`src/rtl/seq_subtractor_if.sv`:
```
// rtl/seq_subtractor_if.sv - operand/result handshake bundle for seq_subtractor (ovf under SEQ_SUB_OVF_EN)
interface seq_subtractor_if #(
    parameter int WIDTH = 32
);
    logic             in_valid;
    logic             in_ready;
    logic [WIDTH-1:0] a;
    logic [WIDTH-1:0] b;
    logic             bin;
    logic             out_valid;
    logic             out_ready;
    logic [WIDTH-1:0] diff;
    logic             bout;
`ifdef SEQ_SUB_OVF_EN
    logic             ovf;
`endif

    modport master (
        output in_valid, a, b, bin, out_ready,
`ifdef SEQ_SUB_OVF_EN
        input  ovf,
`endif
        input  in_ready, out_valid, diff, bout
    );

    modport slave (
        input  in_valid, a, b, bin, out_ready,
`ifdef SEQ_SUB_OVF_EN
        output ovf,
`endif
        output in_ready, out_valid, diff, bout
    );
endinterface

```
`src/rtl/seq_subtractor.sv`:
```
// rtl/seq_subtractor.sv - digit-serial a - b - bin, DIGIT bits per cycle; SEQ_SUB_OVF_EN adds signed overflow flag
module seq_subtractor #(
    parameter int WIDTH = 32,
    parameter int DIGIT = 4
) (
    input  logic               clk,
    input  logic               rst_n,
    seq_subtractor_if.slave    bus
);
    localparam int N  = WIDTH / DIGIT;
    localparam int CW = (N > 1) ? $clog2(N) : 1;
    localparam int IW = (WIDTH > 1) ? $clog2(WIDTH) : 1;

    typedef enum logic [1:0] {IDLE, RUN, DONE} state_t;

    state_t           state;
    logic [CW-1:0]    cnt;
    logic [WIDTH-1:0] a_q;
    logic [WIDTH-1:0] b_q;
    logic [WIDTH-1:0] diff_q;
    logic             borrow_q;
    logic             bout_q;
    logic             in_ready_q;
    logic             out_valid_q;
`ifdef SEQ_SUB_OVF_EN
    logic             ovf_q;
`endif

    logic [IW-1:0]    base;
    logic [DIGIT-1:0] a_dig;
    logic [DIGIT-1:0] b_dig;
    logic [DIGIT-1:0] d_dig;
    logic [DIGIT:0]   chain;
    logic             last;

    // Ripple borrow through the current digit, seeded by the borrow carried from the previous one.
    always_comb begin
        base     = IW'(int'(cnt) * DIGIT);
        a_dig    = a_q[base +: DIGIT];
        b_dig    = b_q[base +: DIGIT];
        chain    = '0;
        d_dig    = '0;
        chain[0] = borrow_q;
        for (int i = 0; i < DIGIT; i++) begin
            d_dig[i]   = a_dig[i] ^ b_dig[i] ^ chain[i];
            chain[i+1] = (~a_dig[i] & b_dig[i]) | (~(a_dig[i] ^ b_dig[i]) & chain[i]);
        end
        last = (cnt == CW'(N - 1));
    end

    always_ff @(posedge clk or negedge rst_n) begin
        if (!rst_n) begin
            state       <= IDLE;
            cnt         <= '0;
            a_q         <= '0;
            b_q         <= '0;
            diff_q      <= '0;
            borrow_q    <= 1'b0;
            bout_q      <= 1'b0;
            in_ready_q  <= 1'b1;
            out_valid_q <= 1'b0;
`ifdef SEQ_SUB_OVF_EN
            ovf_q       <= 1'b0;
`endif
        end else begin
            case (state)
                IDLE: begin
                    if (bus.in_valid) begin
                        a_q        <= bus.a;
                        b_q        <= bus.b;
                        borrow_q   <= bus.bin;
                        cnt        <= '0;
                        in_ready_q <= 1'b0;
                        state      <= RUN;
                    end
                end
                RUN: begin
                    diff_q[base +: DIGIT] <= d_dig;
                    borrow_q              <= chain[DIGIT];
                    cnt                   <= cnt + 1'b1;
                    if (last) begin
                        bout_q      <= chain[DIGIT];
`ifdef SEQ_SUB_OVF_EN
                        // The top digit is being written this cycle, so its MSB is the result sign.
                        ovf_q       <= (a_q[WIDTH-1] != b_q[WIDTH-1]) &
                                       (d_dig[DIGIT-1] != a_q[WIDTH-1]);
`endif
                        out_valid_q <= 1'b1;
                        state       <= DONE;
                    end
                end
                DONE: begin
                    if (bus.out_ready) begin
                        out_valid_q <= 1'b0;
                        in_ready_q  <= 1'b1;
                        state       <= IDLE;
                    end
                end
                default: begin
                    out_valid_q <= 1'b0;
                    in_ready_q  <= 1'b1;
                    state       <= IDLE;
                end
            endcase
        end
    end

    assign bus.in_ready  = in_ready_q;
    assign bus.out_valid = out_valid_q;
    assign bus.diff      = diff_q;
    assign bus.bout      = bout_q;
`ifdef SEQ_SUB_OVF_EN
    assign bus.ovf       = ovf_q;
`endif
endmodule

```
`src/flat_wrapper.sv`:
```
// flat-port wrapper written by rule: the top's interface ports become plain ports
module seq_subtractor_flat 
#(
    parameter int WIDTH = 32,
    parameter int DIGIT = 4
)
  (clk, rst_n, bus_in_valid, bus_a, bus_b, bus_bin, bus_out_ready, bus_in_ready, bus_out_valid, bus_diff, bus_bout);
  seq_subtractor_if #(.WIDTH(WIDTH)) bus_i ();
  input  logic clk;
  input  logic rst_n;
  input wire logic [$bits(bus_i.in_valid)-1:0] bus_in_valid;
  input wire logic [$bits(bus_i.a)-1:0] bus_a;
  input wire logic [$bits(bus_i.b)-1:0] bus_b;
  input wire logic [$bits(bus_i.bin)-1:0] bus_bin;
  input wire logic [$bits(bus_i.out_ready)-1:0] bus_out_ready;
  output wire logic [$bits(bus_i.in_ready)-1:0] bus_in_ready;
  output wire logic [$bits(bus_i.out_valid)-1:0] bus_out_valid;
  output wire logic [$bits(bus_i.diff)-1:0] bus_diff;
  output wire logic [$bits(bus_i.bout)-1:0] bus_bout;
  assign bus_i.in_valid = bus_in_valid;
  assign bus_i.a = bus_a;
  assign bus_i.b = bus_b;
  assign bus_i.bin = bus_bin;
  assign bus_i.out_ready = bus_out_ready;
  assign bus_in_ready = bus_i.in_ready;
  assign bus_out_valid = bus_i.out_valid;
  assign bus_diff = bus_i.diff;
  assign bus_bout = bus_i.bout;
  seq_subtractor #(.WIDTH(WIDTH), .DIGIT(DIGIT)) u_core (.clk(clk), .rst_n(rst_n), .bus(bus_i));
endmodule
```
`config.mk`:
```
export PLATFORM = sky130hd
export DESIGN_NAME = seq_subtractor_flat
export DESIGN_NICKNAME = d
export VERILOG_FILES = /design/src/rtl/seq_subtractor_if.sv /design/src/rtl/seq_subtractor.sv /design/src/flat_wrapper.sv
export SDC_FILE = /design/constraint.sdc
export NUM_CORES = 1
export LEC_CHECK = 0
export CAP_MARGIN = 40
export CORE_MARGIN = 4
export CORE_UTILIZATION = 47
export DETAILED_ROUTE_END_ITERATION = 6
export GPL_ROUTABILITY_DRIVEN = 0
export PLACE_DENSITY = 0.88
export SETUP_SLACK_MARGIN = 0.02
export SLEW_MARGIN = 20
export SYNTH_ARGS = -nofsm -noshare
export SYNTH_HDL_FRONTEND = slang
export SYNTH_SLANG_ARGS = --single-unit
```
`constraint.sdc`:
```
create_clock -name clk -period 3.3 [get_ports clk]
set_input_delay 0.33 -clock clk [delete_from_list [all_inputs] [get_ports clk]]
set_output_delay 0.33 -clock clk [all_outputs]
set_load 0.03 [all_outputs]
```
==> run_results.csv <==
group,metric,value,unit
global_routing,grt_overflow,0,
die,core-area,10800,um2
detailed_routing,dr.first_iter.drc_count,124,
synth,synth_top_family_by_area,"multiplexers",
power,leakage,2.91,nW
sta,rsz0062_at_grt,"false",
detailed_routing,route.detailed.drc,0,
clocking,clk_pin_slew_worst_paths,100,ps
global_routing,grt_max_degree,46,
sta,slew_headroom,0.590,
synth,synth_compound_gate_area_share,0.0148,
synth,ys_types,35,
die,die_area,12700,um2
detailed_routing,via_per_inst,5.10,
die,die_y,113,um
detailed_routing,via_count,2971,
synth,ys_warn_count,0,
sta,skew,13.5,ps
synth,avgSynthCellArea,15.9,um2
synth,ys_ff_latch,105,
global_routing,antenna_found_initial,0,
finish,instances_no_fill,582,
synth,synth_mux_area_frac,0.332,
die,rows,38,
clocking,cts_tree,"done",
synth,yosysSeqAreaShare,0.509,
synth,yosys.area_share.simple,0.0666,
power,irDropWorstVdd,0.566,mV
worst_hold_path,hp-class,"in2async",
synth,synth_top_area_frac,0.504,
worst_setup_path,end_kind,"flop",
finish,multiInputGateArea,2310,um2
synth,synthXorXnorAreaFrac,0,
clocking,numCtsBuffers,9,
clocking,cts_buffer_depth,2,
finish,syn2layout_area_growth,26.0,%
die,start_util,0.479,
global_routing,grt_pass1_wl,17100,um
sta,maxSlewViolCount,0,
detailed_routing,routed_wl,10400,um
finish,num_antenna_cells,0,
sta,fin_crit_sh,0.949,
placement,io_buffers,103,
sta,tightestPinTransition,614,ps
die,die_w,113,um
sta,setup_viol,0,
worst_setup_path,path_class,"reg2reg",
power,power,0.00684,W
synth,ys_top_cells_by_area,"dfrtp_1 (50%), mux2_4 (17%), mux2_2 (7.2%)",
finish,fill_cells,806,
worst_setup_path,r2r_cells,10,
detailed_routing,antenna_left,0,
synth,synthAdderAreaFrac,0.0325,
sta,fmax,0.319,GHz
worst_setup_path,worstPathArrival,3420,ps
finish,seq_area,2630,um2
synth,syn-num-nets,405,
power,power_density,1050,nW/um2
run_status,status,"finished clean",
detailed_routing,dr.pass1.iters,4,
clocking,htreeDepth,3,
placement,dpl.cell_count,562,
run,cap_violations,0,
sta,min_period,3130,ps
global_routing,grt_pass1_vias,3303,
worst_setup_path,rrSetupSlack,170,ps
global_routing,grt_util_all_layers,0.170,
placement,dp_hpwl,8160,um
worst_setup_path,required,3590,ps
sta,hold_violations,0,
synth,yosys.area.top_type,"dfrtp_1",
clocking,cts_num_sinks,105,
synth,synth_area,5170,um2
worst_setup_path,start_kind,"flop",
synth,netlist_instances,325,
detailed_routing,wl_per_cell,17.9,um
worst_setup_path,cp_max_fo,5,
die,ios,104,
clocking,clock_latency,360,ps
sta,tns,0,ps
clocking,cts_root_buffer,"clkbuf_8",
finish,layout-drive-gt1-share,0.351,
finish,finalNetCount,517,
sequential cells by signal, indices dropped and copies added (netlist names):
signal and cells:
u_core.a_q 32, u_core.b_q 32, u_core.borrow_q 1, u_core.bus.bout 1, u_core.bus.diff 32, u_core.bus.in_ready 1
u_core.bus.out_valid 1, u_core.cnt 3, u_core.state 2
metrics by stage:
stage               setup slack (ps)  hold slack (ps)   util  instance area, um2
floorplan                       27.7             34.4      -                5170
global placement                 144              489  0.581                6270
detailed placement              78.7              350  0.583                6290
CTS                             42.3              501  0.599                6460
global route                    23.6              520  0.603                6510
finish                           168              484  0.603                6510
layer usage:
metal / GRT usage / vias to the layer above / share of wire
met5: 0 / - / 0
met4: 0.0481 / 0 / 0.016
met3: 0.0369 / 16 / 0.050
met2: 0.283 / 82 / 0.49
met1: 0.227 / 1494 / 0.44
li1: - / 1379 / -
cell families after synthesis:
group                    after synthesis
AND/OR/NAND/NOR                       54
adder cells (fa/ha/maj)               11
flip-flops                           105
multiplexers                         117
buffers and inverters                 26
AO/OA/AOI/OAI                         12
final cells by class:
class	instances	area share
multi-input combinational	194	0.354
sequential	105	0.404
tap	140	0.0269
timing repair buffer	116	0.184
inverter	11	0.00634
clock buffer	10	0.0196
clock inverter	6	0.00538
final timing paths:
| path | from | to |
|---|---|---|
| min in group clk | u_core.bus.diff[21] | u_core.bus.diff[21] |
| max reg2reg | u_core.cnt[0] | u_core.bus.diff[27] |
| min | rst_n | u_core.bus.diff[29] |
| min reg2reg | u_core.bus.diff[21] | u_core.bus.diff[21] |
| max in group asynchronous | rst_n | u_core.bus.diff[27] |
| max | u_core.cnt[0] | u_core.bus.diff[27] |
placed cells by master (no fill, tap or decap), types with 2 or more instances in the layout:
master and count:
nor2b_1 2, a21oi_1 3, buf_12 5, clkbuf_8 9, clkinv_2 4, clkdlybuf4s50_1 102, or3b_2 2, buf_4 7
clkinvlp_4 2, a22o_1 2, mux4_2 16, inv_1 10, nand2_1 18, fa_1 3, nand4b_2 3, dfrtp_1 103
nor2_1 16, mux2_4 60, ha_1 7, mux2_2 33, nor3_2 4, mux2i_1 7, o21ai_0 4
synth_stat cells:
cell type	count
mux2i_1	8
mux4_2	16
inv_1	10
o21bai_1	1
nand2_1	18
or3b_2	2
nand3b_1	1
ha_1	7
or3_1	1
a22oi_1	1
dfrtp_1	104
o21ai_0	4
fa_1	4
buf_4	1
mux2_2	33
buf_12	7
a21oi_1	3
inv_2	1
mux2_4	60
nand2b_4	1
nand4b_2	3
nand4b_1	1
buf_2	5
buf_6	2
nor2_1	16
nand4bb_1	1
nor2b_4	1
a22o_1	2
nor3_2	4
nor2b_1	2
nor2b_2	1
o22a_1	1
or2b_1	1
nor4b_4	1
dfstp_2	1
repair_timing:
| item | in CTS | in global routing |
|---|---|---|
| resized for setup | 0 | 4 |
| setup buffers | 0 | 3 |
| endpoints found under the setup margin | 0 | 6 |
| endpoints found under the hold margin | 41 | 0 |
| hold buffers | 1 | 0 |
where the power goes:
part | leakage (nW) | total [W] | internal, W | switching [W]
Clock | 0.0818 | 0.000682 | 0.000270 | 0.000413
Sequential | 1.29 | 0.00231 | 0.00190 | 0.000408
Combinational | 1.53 | 0.00385 | 0.00205 | 0.00179
worst max-delay path, stage by stage, from the launching register on:
cell	delay, ps
dfrtp_2	450
mux4_2	530
mux2i_2	200
fa_1	210
inv_1	50
fa_1	390
fa_1	370
inv_1	80
fa_2	480
nor2_1	160
mux2_2	160
No activity file was read; power rests on OpenSTA's default activity.
